### src/rtl/shape_processor_ctrl_bank.sv
// Bank of NUM_CHANNELS shape processor CTRL SFRs with checked writes and per-channel busy windows.
// Optional macro SHAPE_PROCESSOR_ERR_STATUS_EN adds a sticky W1C error status register at address NUM_CHANNELS.
module shape_processor_ctrl_bank #(
    parameter int NUM_CHANNELS = 4,
    parameter int BUSY_CYCLES  = 3,
    parameter int ADDR_W       = 4
) (
    input  logic                    clk,
    input  logic                    rst,
    input  logic                    write,
    input  logic [ADDR_W-1:0]       write_addr,
    input  logic [31:0]             write_data,
    input  logic                    read,
    input  logic [ADDR_W-1:0]       read_addr,
    output logic [31:0]             read_data,
    output logic                    read_valid,
    output logic                    error,
    output logic [NUM_CHANNELS-1:0] busy
);
    localparam int CNT_W = (BUSY_CYCLES < 1) ? 1 : $clog2(BUSY_CYCLES + 1);
    localparam logic [ADDR_W-1:0] NCH_ADDR = ADDR_W'(NUM_CHANNELS);

    localparam logic [2:0] SH_CIRCLE = 3'd0, SH_RECT = 3'd1, SH_TRI = 3'd2, SH_KEEP = 3'd7;
    localparam logic [2:0] OP_PERIM = 3'd0, OP_AREA = 3'd1, OP_SQUARE = 3'd2;
    localparam logic [2:0] OP_EQUI = 3'd3, OP_ISO = 3'd4, OP_KEEP = 3'd7;

    function automatic logic legal(input logic [2:0] sh, input logic [2:0] op);
        case (op)
            OP_PERIM, OP_AREA: return sh inside {SH_CIRCLE, SH_RECT, SH_TRI};
            OP_SQUARE:         return sh == SH_RECT;
            OP_EQUI, OP_ISO:   return sh == SH_TRI;
            default:           return 1'b0;
        endcase
    endfunction

    logic [2:0]       shape_q  [NUM_CHANNELS];
    logic [2:0]       op_q     [NUM_CHANNELS];
    logic [CNT_W-1:0] busy_cnt [NUM_CHANNELS];

    logic [2:0]  w_sh, w_op, cur_sh, cur_op, eff_sh, eff_op;
    logic        cur_busy, wr_in_range, both_keep, wr_ok, wr_err, wr_update;
    logic        rd_hit, rd_err;
    logic [31:0] rd_word;
    logic        unused_ok;

    assign w_sh      = write_data[2:0];
    assign w_op      = write_data[6:4];
    assign unused_ok = ^{write_data[31:7], write_data[3]};

`ifdef SHAPE_PROCESSOR_ERR_STATUS_EN
    logic [NUM_CHANNELS-1:0] err_status, status_set;
    logic                    wr_status;
    assign wr_status = write && (write_addr == NCH_ADDR);
`endif

    always_comb begin
        cur_sh   = SH_CIRCLE;
        cur_op   = OP_PERIM;
        cur_busy = 1'b0;
        rd_word  = '0;
        rd_hit   = 1'b0;
        for (int i = 0; i < NUM_CHANNELS; i++) begin
            if (write_addr == ADDR_W'(i)) begin
                cur_sh   = shape_q[i];
                cur_op   = op_q[i];
                cur_busy = (busy_cnt[i] != '0);
            end
            if (read_addr == ADDR_W'(i)) begin
                rd_word = {25'd0, op_q[i], 1'b0, shape_q[i]};
                rd_hit  = 1'b1;
            end
        end
`ifdef SHAPE_PROCESSOR_ERR_STATUS_EN
        if (read_addr == NCH_ADDR) begin
            rd_word = 32'(err_status);
            rd_hit  = 1'b1;
        end
`endif
        // KEEP fields take the current SFR value before the legality check.
        eff_sh      = (w_sh == SH_KEEP) ? cur_sh : w_sh;
        eff_op      = (w_op == OP_KEEP) ? cur_op : w_op;
        wr_in_range = (write_addr < NCH_ADDR);
        both_keep   = (w_sh == SH_KEEP) && (w_op == OP_KEEP);
        wr_ok       = wr_in_range && !(w_sh inside {[3'd3:3'd6]}) && !(w_op inside {3'd5, 3'd6})
                      && !cur_busy && legal(eff_sh, eff_op);
`ifdef SHAPE_PROCESSOR_ERR_STATUS_EN
        wr_err      = write && !wr_ok && !wr_status;
`else
        wr_err      = write && !wr_ok;
`endif
        wr_update   = write && wr_ok && !both_keep;
        rd_err      = read && !rd_hit;
    end

`ifdef SHAPE_PROCESSOR_ERR_STATUS_EN
    always_comb begin
        status_set = '0;
        for (int i = 0; i < NUM_CHANNELS; i++)
            status_set[i] = wr_err && (write_addr == ADDR_W'(i));
    end
`endif

    always_comb begin
        busy = '0;
        for (int i = 0; i < NUM_CHANNELS; i++)
            busy[i] = (busy_cnt[i] != '0);
    end

    // read_valid pulses one cycle after each read strobe; there is no back-pressure on either port.
    always_ff @(posedge clk) begin
        if (rst) begin
            for (int i = 0; i < NUM_CHANNELS; i++) begin
                shape_q[i]  <= SH_CIRCLE;
                op_q[i]     <= OP_PERIM;
                busy_cnt[i] <= '0;
            end
            read_data  <= '0;
            read_valid <= 1'b0;
            error      <= 1'b0;
`ifdef SHAPE_PROCESSOR_ERR_STATUS_EN
            err_status <= '0;
`endif
        end else begin
            for (int i = 0; i < NUM_CHANNELS; i++) begin
                if (wr_update && (write_addr == ADDR_W'(i))) begin
                    if (w_sh != SH_KEEP) shape_q[i] <= w_sh;
                    if (w_op != OP_KEEP) op_q[i]    <= w_op;
                    busy_cnt[i] <= CNT_W'(BUSY_CYCLES);
                end else if (busy_cnt[i] != '0) begin
                    busy_cnt[i] <= busy_cnt[i] - CNT_W'(1);
                end
            end
            read_valid <= read;
            read_data  <= read ? rd_word : '0;
            error      <= wr_err || rd_err;
`ifdef SHAPE_PROCESSOR_ERR_STATUS_EN
            // A set in the same cycle as a clear wins.
            err_status <= (err_status & ~(wr_status ? write_data[NUM_CHANNELS-1:0] : '0)) | status_set;
`endif
        end
    end
endmodule

### config.mk
export PLATFORM = sky130hd
export DESIGN_NAME = shape_processor_ctrl_bank
export DESIGN_NICKNAME = d
export VERILOG_FILES = /design/src/rtl/shape_processor_ctrl_bank.sv
export SDC_FILE = /design/constraint.sdc
export NUM_CORES = 1
export LEC_CHECK = 0
export CELL_PAD_IN_SITES_DETAIL_PLACEMENT = 1
export CELL_PAD_IN_SITES_GLOBAL_PLACEMENT = 1
export CORE_ASPECT_RATIO = 1.5
export CORE_MARGIN = 1.5
export CORE_UTILIZATION = 38
export CTS_CLUSTER_SIZE = 8
export DETAILED_ROUTE_END_ITERATION = 10
export HOLD_SLACK_MARGIN = 0.06
export PLACE_DENSITY_LB_ADDON = 0.3
export SYNTH_ARGS = -nofsm -noshare
export SYNTH_HDL_FRONTEND = slang
export SYNTH_SLANG_ARGS = --single-unit
### constraint.sdc
create_clock -name clk -period 3.9 [get_ports clk]
set_clock_uncertainty 0.2 [all_clocks]
set_input_delay 0.78 -clock clk [delete_from_list [all_inputs] [get_ports clk]]
set_output_delay 0.78 -clock clk [all_outputs]
set_load 0.05 [all_outputs]
# Word-level counts from Yosys, hierarchy flattened
# Memory sizes are Yosys's and may differ from the RTL's.
# Index checks and enable logic that the tools add are counted.
word_totals:
  mem_bits_ro: 0
  input_bits: 44
  out_inout_bits: 38
  regBits: 34
  word_cells: 179
  n_memories: 3
  ramBits: 32
  latch_bits: 0
classes:
  muxes: 95
  reduce_logical: 35
  n_div: 0
  multipliers: 0
  addsub: 4
  n_eq_ne: 18
  n_shift: 0
  bitwise_logic: 17
  magnitude_cmp: 3
mem_list:
  columns: ["memory", "words", "width", "read_ports", "rd_ports_with_merged_regs", "wr", "line", "text"]
  rows:
  - ["op_q", 4, 3, 4, 0, 4, "37", "logic [2:0] op_q [NUM_CHANNELS];"]
  - ["shape_q", 4, 3, 4, 0, 4, "36", "logic [2:0] shape_q [NUM_CHANNELS];"]
  - ["busy_cnt", 4, 2, 4, 0, 4, "38", "logic [CNT_W-1:0] busy_cnt [NUM_CHANNELS];"]
op_table:
  columns: ["op", "count"]
  rows:
  - ["1-bit two-way mux", 64]
  - ["3-bit two-way mux", 18]
  - ["7-bit two-way mux", 4]
  - ["4-bit by 2-bit equality test with 1-bit output, second input constant", 4]
  - ["2-bit two-way mux", 8]
  - ["1-bit bitwise OR", 16]
  - ["3-bit equality test, second input constant", 5]
  - ["1-bit logical AND", 14]
  - ["2-bit nonzero test", 5]
  - ["3-bit by 2-bit equality test with 1-bit output, second input constant", 3]
  - ["4-bit by 1-bit equality test with 1-bit output, second input constant", 2]
  - ["4-bit logical NOT", 2]
  - ["2-bit by 1-bit subtractor with 2-bit output, second input constant", 4]
  - ["3-bit by 1-bit equality test with 1-bit output, second input constant", 2]
  - ["1-bit logical NOT", 6]
  - ["3-bit logical NOT", 2]
  - ["3-bit != test, second input constant", 2]
  - ["2-bit OR reduction", 3]
  - ["5-bit OR reduction", 1]
  - ["4-bit by 3-bit less-than comparator with 1-bit output, second input constant", 1]
  - ["3-bit by 2-bit >= comparator with 1-bit output, second input constant", 1]
  - ["3-bit <= comparator, second input constant", 1]
  - ["1-bit one-hot mux with 3 select lines", 1]
  - ["3-bit nonzero test", 1]
  - ["other kinds (2)", 2]

# Longest topological paths before layout
# Gate-level depths: netlist of the first run.
depth:
  word_depth: 18
  ltp_mapped: 10
  mapped_depth_nobuf: 7

# Worst setup path before layout of the first run
# Ideal clock, no wire load.
synth_timing:
  kind: "in2reg"
  start: "input port write_data[4]"
  end: "memory op_q[0][0], enable pin"
  t_arrival_ns: 2.443
  n_path_buf: 3
  t_required_ns: 3.397
  path_slack_ns: 0.955
  path_stages: 10
  setup_ns: 0.303
  cell_sequence: "buf_2 > nand3_1 > a2111oi_4 > o21ai_1 > o211ai_1 > o2111a_2 > and2_4 > buf_6 > buf_6 > a31o_1"
synth_lines:
  columns: ["element", "line", "text"]
  rows:
  - ["start, declared", "12", "input logic [31:0] write_data,"]
  - ["end, declared", "37", null]

==> results, run 1 <==
- The run finished with clean final reports.
- After synthesis the netlist holds a flip-flop and latch count of 40.
- The hold-fix buffer count after cts is 0.
- The number of different library cells in the post-synthesis netlist is 46.
- VDD sags by at most around 290 uV.
- The cell family with the largest share of critical-path delay is buffers and inverters.
- CTS built an H-tree with a depth of 2.
- The leakage power of the design is 1.08 nW.
- The aggregate negative setup slack is 0 ns.
- The number of setup violations in the final report is 0.
- The die is a little over 100 um tall.
- The first detailed-routing pass took 4 iterations.
- The library cells used most frequently in the layout, excluding fill and tap cells, are sky130_fd_sc_hd__edfxtp_1 (32), sky130_fd_sc_hd__conb_1 (30), sky130_fd_sc_hd__clkdlybuf4s50_1 (29).
- Registers take ~1100 um^2.
- The clock transition time at the flip-flop clock pins of the worst setup and hold paths is ~0.090 ns.
- The sum of overflow across all layers after global routing is 0.
- The share of synthesized cell area in and, or, nand and nor gates is roughly 16%.
- The finished cells cover 2860 um^2.
- The final critical path takes up 91.7% of the cycle.
- Synthesis produced a netlist whose cell count is between 200 and 250.
- The I/O pin count is 82.
- In this run the standard cell core region covers 6400 um^2.
- TritonCTS created 5 clock buffers.
- The number of hold violations in the final report is 0.
- The clock sink count is 40.
- At the pin with the least slew margin, the transition time is 0.822 ns.
- The maximum buffer depth of the clock tree is 2.
- The count of input and output buffers is 29.
- For this run, design rule violations remaining after detail routing come to 0.
- After filler insertion, the fill cell instance count of the layout stands at 736.
- The critical path contains buffers and inverters numbering 2 combined.
- The maximum number of pins on one net before global-route repair is 23.
- Leaving out fill and tap cells, the most frequent cell in the layout is sky130_fd_sc_hd__edfxtp_1.
- The first routing iteration left 97 violations.
- The longest individual stage delay on the worst path is 0.78 ns.
- CTS placed an instance of sky130_fd_sc_hd__clkbuf_8 at the clock tree root.
- After synthesis, the largest family of logic cells by area is simple AND/OR/NAND/NOR gates.
- The data required time at the worst endpoint is around 3.8 ns.
- Once the floorplan was initialized, standard cells occupied 38.9% of the core.
- The category of the worst setup path launch point is an input pin.
- The class of the worst hold path is flop to flop.
- The share of final-layout standard cells stronger than drive strength 1 is 14.7%.
- The die footprint is 7060 um^2.
- Measured along the x axis, the die boundary spans 69.1 um.
- The first global-routing pass estimated between 9 and 10 mm of wire.
- TritonCTS built the clock tree.
- The share of synthesized cell area in full adder, half adder and majority cells is 2.01%.
- Among all stages on the critical path, the largest delay is contributed by sky130_fd_sc_hd__clkdlybuf4s50_1.
- The via count of the first global-routing pass is between 1500 and 2000.
- The area of combinational cells with multiple inputs is 1150 um^2.
- The number of max-cap violations is 0.
- Summed over all layers, the routed wires come to 6.10 mm.
- The post-synthesis share of cell area spent on xor and xnor gates is less than 1%.
- The critical path goes through clkdlybuf4s50_1, nor2b_1, a2111oi_4, o21ai_1, o211ai_1, o2111a_2, nand3_2, buf_4, nor3_1.
- Global routing used 17.9% of the available tracks.
- After detailed routing, the number of vias per cell comes to 5.51.
- The post-CTS setup repair buffer count is 0.
- The cell row count is 36.
- The detailed router placed ~1800 vias in this run.
- After the last flow step, the layout net total stands at 305.
- The summed instance area of the synthesized netlist is 2490 um^2.
- The initial antenna violation count is 0.
- The cell area after placement is 2770 um^2.
- The worst hold slack is ~0.4 ns.
- The number of warnings printed during yosys synthesis is 0.
- Setup repair after global routing left no endpoint under its margin.
- The worst path needs between 3 and 4 ns of the cycle, external delays included.
- The average cell area after synthesis is 11.2 um^2.
- The final weighted congestion of routability-driven global placement is around 0.81.
- The clock reaches the later pin of the worst-skew pair after 0.30 ns.
- The area growth from synthesis to layout is 14.7%.
- For this design the ratio of total power to cell area is 466 nW/um^2.
- The data arrival at the endpoint of the critical path is ~3.5 ns.
- The number of gates given a new drive strength after cts is 0.
- Measured against the total synthesized area, the mux share comes to between 9 and 10%.
- The count of nets left with antenna violations once routing finished came out at 0.
- Summing the areas of all compound-gate instances in the mapped netlist gives around 14% of the synthesized area.
- Measured against its own limit, the worst slew margin works out to 45.0%.
- Along the worst path, the maximum fanout reaches 16.
- The antenna diode count is 0.
- The critical path in this run is classified as input pin to flop.
- The max-slew violation total from the final report is 0.
- The proportion of synthesized chip area in sequential cells is 45.0%.
- The capturing element type of the critical path is a flop.
- In the final routed layout, each cell accounts on average for 18.3 um.
- Summed over all nets, the half-perimeter wirelength after detailed placement is 4.90 mm.
- The maximum clock frequency is roughly 0.28 GHz.
## cells in the mapped netlist (all sizes together)
| cell | n | area, um^2 |
|---|---|---|
| ha | 4 | 50.1 |
| and4bb | 1 | 12.5 |
| a221o | 1 | 10.0 |
| a31o | 8 | 70.1 |
| a2111oi | 1 | 27.5 |
| a21o | 1 | 7.51 |
| nand3 | 10 | 55.1 |
| inv | 14 | 52.6 |
| buf | 35 | 260 |
| o211ai | 2 | 15.0 |
| o21ai | 4 | 20.0 |
| mux4 | 10 | 229 |
| xnor2 | 1 | 8.76 |
| and3b | 1 | 8.76 |
| clkbuf | 4 | 15.0 |
| nor2b | 3 | 18.8 |
| a22o | 1 | 8.76 |
| nand2b | 3 | 18.8 |
| a311o | 4 | 40.0 |
| nor2 | 4 | 15.0 |
| a21oi | 3 | 15.0 |
| and3 | 12 | 75.1 |
| o31ai | 2 | 15.0 |
| dfxtp | 8 | 160 |
| or2 | 5 | 31.3 |
| nor3b | 1 | 7.51 |
| a221oi | 2 | 17.5 |
| a31oi | 2 | 12.5 |
| o2111a | 2 | 23.8 |
| or3 | 2 | 12.5 |
| nor3 | 18 | 90.1 |
| and2 | 3 | 21.3 |
| a211oi | 1 | 7.51 |
| conb | 1 | 3.75 |
| edfxtp | 32 | 961 |
| o32ai | 6 | 52.6 |
| nand2 | 11 | 41.3 |
## worst paths after layout
path | startpoint | endpoint | slack, ns | cells past startpoint
max | write_addr[1] | op_q[3][0] | 0.33 | 9
max reg2reg | op_q[2][0] | op_q[3][0] | 1.28 | 8
min | busy_cnt[1][0] | busy_cnt[1][0] | 0.40 | 1
min reg2reg | busy_cnt[1][0] | busy_cnt[1][0] | 0.40 | 1
## metal layers
layer,vias to the layer above,wire (um),share of wire (%),global-route usage (%)
met4,0,38,0.62,5.88
li1,862,-,-,-
met3,2,250,4.1,2.37
met5,-,0,0,0
met1,920,2190,36,18.3
met2,55,3630,59,36.8
## worst register-to-register path, stage by stage, from the launching register on
cell                        delay (ns)
sky130_fd_sc_hd__edfxtp_1         0.38
sky130_fd_sc_hd__and3b_1          0.21
sky130_fd_sc_hd__a2111oi_4        0.30
sky130_fd_sc_hd__o21ai_1          0.16
sky130_fd_sc_hd__o211ai_1         0.23
sky130_fd_sc_hd__o2111a_2         0.25
sky130_fd_sc_hd__nand3_2          0.20
sky130_fd_sc_hd__buf_4            0.27
sky130_fd_sc_hd__nor3_1           0.24
## cell type report
type	instances	share of cell area, %
multi-input cells	159	40.3
flip-flops and latches	40	39.2
repair buffers	37	12.3
well taps	76	3.33
clock buffers	5	2.41
inverters	14	1.84
clock inverters	3	0.657
## sequential cells by signal, summed over array words and instances, names as in the netlist
name and cells:
busy_cnt 8, error 1, op_q 12, read_data 6
read_valid 1, shape_q 12
## cells by family after synthesis
kind of cell             Yosys count
other                              1
AO/OA/AOI/OAI                     40
XOR/XNOR                           1
AND/OR/NAND/NOR                   74
multiplexers                      10
buffers and inverters             53
flip-flops                        40
adder cells (fa/ha/maj)            4
## report_power, final
part	internal (mW)	leakage [nW]	switching (mW)
logic	0.180	0.637	0.328
registers	0.528	0.398	0.0222
clock network	0.125	0.0479	0.148
## metrics by stage
| step | setup slack [ns] | util (%) | std cells | total power, mW |
|---|---|---|---|---|
| floorplan | 0.955 | - | 252 | 0.939 |
| global placement | 0.106 | 43.3 | 326 | 1.05 |
| detailed placement | 0.0338 | 43.3 | 326 | 1.07 |
| CTS | 0.328 | 44.7 | 334 | 1.35 |
| global route | 0.140 | 44.7 | 334 | 1.40 |
| finish | 0.325 | 44.7 | 334 | 1.33 |
Note: power is estimated with default switching activity, not from simulation.
==> run 2, diff against run 1 <==
PLACE_DENSITY = 0.92   (was unset)
PLACE_DENSITY_LB_ADDON = unset   (was 0.3)
==> run 2 against run 1 <==
Against the previous run: critical path depth is the same; via count increased by 3.3%; count of clock-buffer cells in the layout up 1; hold slack improved by 0.012 ns; die area stayed put; critical endpoint is now op_q[1][2].
==> results, run 2 (synthesis gave the netlist of run 1 again) <==
- The I/O pin count is 82.
- The max-slew violation total from the final report is 0.
- The cell row count is 36.
- After layout, the design draws a total of 1.36 mW.
- After clock tree synthesis, the repair step resized 0 gates.
- The post-route non-filler standard cell count is 339.
- The routed length per instance is 18.8 um.
- The number of hold violations in the final report was 0.
- The clock transition time at the flip-flop clock pins of the worst setup and hold paths is around 0.070 ns.
- The wire length of the first global-routing pass is 10.3 mm.
- The maximum clock frequency is ~0.29 GHz.
- Input and output buffers added on the ports amount to 29.
- Counting the fill cells in the layout gives 721.
- The category of the worst setup path launch point is an input pin.
- The repair_antennas step left the layout with diodes totalling 0.
- The total overflow left after global routing is 0.
- The hold-fix buffer count after cts is 0.
- The clock tree from TritonCTS is yes.
- The area of the placeable core is 6400 um^2.
- The final HPWL from detailed placement is 4.79 mm.
- From bottom edge to top edge, the die measures 102 um.
- The cell depth of the worst min-delay path is 1.
- In the final layout, the registers with the most flip-flops are op_q: 12 flops, shape_q: 12 flops, busy_cnt: 8 flops.
- The category of the critical setup timing path is input pin to flop.
- The number of max-cap violations is 0.
- The number of setup buffers added after CTS is 0.
- The total routing resource utilization after global routing is 19.1%.
- Routability-driven placement finished with a final weighted congestion of ~0.85.
- The setup slack of the worst register-to-register path is ~1.3 ns.
- Setup repair after global routing left no endpoint under its margin.
- Data on the critical path arrives at its endpoint at 3.29 ns.
- Among all stages on the critical path, the largest delay is contributed by sky130_fd_sc_hd__clkdlybuf4s50_1.
- Leaving out fill and tap cells, the most frequent cell in the layout is sky130_fd_sc_hd__edfxtp_1.
- STA puts the critical path data required time at 3.69 ns.
- The H-tree generated during clock tree synthesis spans 2 levels.
- Setup violations remaining at the end of the flow were counted as 0.
- The number of cells traversed by the worst register-to-register path is 7.
- The worst path in the final design needs a cycle of 3.49 ns, including I/O delays and setup.
- The share of final-layout standard cells stronger than drive strength 1 is 16.3%.
- The actual transition at the worst max-transition pin is 0.600 ns.
- The hold path endpoint is busy_cnt[1][0].
- The top cell types in the final layout, fill and taps aside, are sky130_fd_sc_hd__edfxtp_1 (32), sky130_fd_sc_hd__conb_1 (30), sky130_fd_sc_hd__clkdlybuf4s50_1 (29).
- The headroom to the max-slew limit is 59.7%.
- The leakage power of the design is 1.11 nW.
- In this run the remaining antenna-violating nets after routing total 0.
- The root buffer selected by CTS is sky130_fd_sc_hd__clkbuf_8.
- In the final design database the tool counted 310 nets.
- The number of buffers created by CTS is 5.
- The clock sink count is 40.
- The worst setup path is captured at a flop.
- The placed cell count is 331.
- In this run the critical register-to-register path is launched from shape_q[1][1].
- The final layout contains routed wiring with a total length of 6.38 mm.
- The longest individual stage delay on the worst path is 0.61 ns.
- The maximum number of pins on one net before global-route repair is 18.
- The routed layout has 1900 vias.
- The clock passes through at most 2 buffers.
- The number of iterations in the first detailed-routing pass is 4.
- The number of vias per cell is between 5 and 6.
- The worst voltage drop across the vdd grid is 371 uV.
- The startpoint identified for the worst hold timing path is busy_cnt[1][0].
- After detailed routing, the number of remaining DRC violations is 0.
- Traced cell by cell, the critical path runs through clkdlybuf4s50_1, buf_4, and3b_1, a2111oi_4, o21ai_1, and2_1, o211ai_1, and2_4, a31o_1.
- The worst register-to-register path ends at busy_cnt[0][0].
- The aggregate negative setup slack is 0 ns.
- The die width is 69.1 um.
- The initial antenna violation count is 0.
- The iteration-0 DRC count of the detailed router is around 140.
- The initial cell density of the core is about two fifths.
- The post-route core utilization is 45.3%.
- The flow ran to the end, and the final reports show no timing, DRC or antenna violations.
- Of the available clock period, the critical path in the final layout requires 89.6%.
- The clock latency on the worst-skew pair is 0.30 ns.
- The die covers between 7000 and 8000 um^2.
- The tightest min-delay check is of the flop to flop type.
- The via count of the first global-routing pass came to roughly 2000.
- The area growth from synthesis to layout is 16.4%.
- The largest fanout on the critical path is 17.
- Power spread over the standard cell area amounts to about 470 nW/um^2.
## run 2: worst max-delay path, delay by kind of cell
family	cells	cell delay, ns
AOI/OAI and AO/OA	4	1.01
and+or+nand+nor	3	0.67
buffers and inverters	2	0.82
## run 2: worst max path at each step
stage | startpoint | end | slack, ns | cells after the start
2_1_floorplan | write_data[4] | op_q[0][0] | 0.95 | 10
3_3_place_gp | write_addr[0] | op_q[1][1] | 0.15 | 9
3_5_place_dp | write_addr[0] | op_q[1][1] | 0.13 | 9
4_1_cts | write_addr[0] | op_q[1][1] | 0.42 | 9
5_1_grt | write_addr[0] | op_q[0][2] | 0.27 | 9
6_report | write_addr[0] | op_q[1][2] | 0.41 | 9
## run 2: power by group
group          internal, mW  leakage [nW]  switching (mW)  total (mW)
Combinational         0.183         0.661           0.338       0.522
Clock                 0.141        0.0510           0.148       0.289
Sequential            0.528         0.398          0.0230       0.551
## run 2: through the flow
step                      hold slack, ns  area (um^2)  worst slack, ns
after floorplan                    0.353         2600            0.955
after global placement             0.370         2810            0.155
after detailed placement           0.385         2810            0.126
after CTS                          0.396         2900            0.421
after global routing               0.443         2900            0.266
final                              0.408         2900            0.405
## run 2: per-layer routing
layer  GRT usage, %  part of all wire [%]  vias to the layer above
li1               -                     -                      866
met1           18.4                    35                      939
met2           37.6                    56                       74
met3           3.16                   5.1                       21
met4           11.6                   4.1                        0
met5              0                     0                        -
## run 2: area by class of cell
cell class	instances	area, um^2	area share [%]
Tap cell	76	95.1	3.28
Clock inverter	2	10.0	0.345
Timing Repair Buffer	42	388	13.4
Clock buffer	6	82.6	2.85
Sequential cell	40	1120	38.7
Inverter	14	52.6	1.81
Multi-Input combinational cell	159	1150	39.7
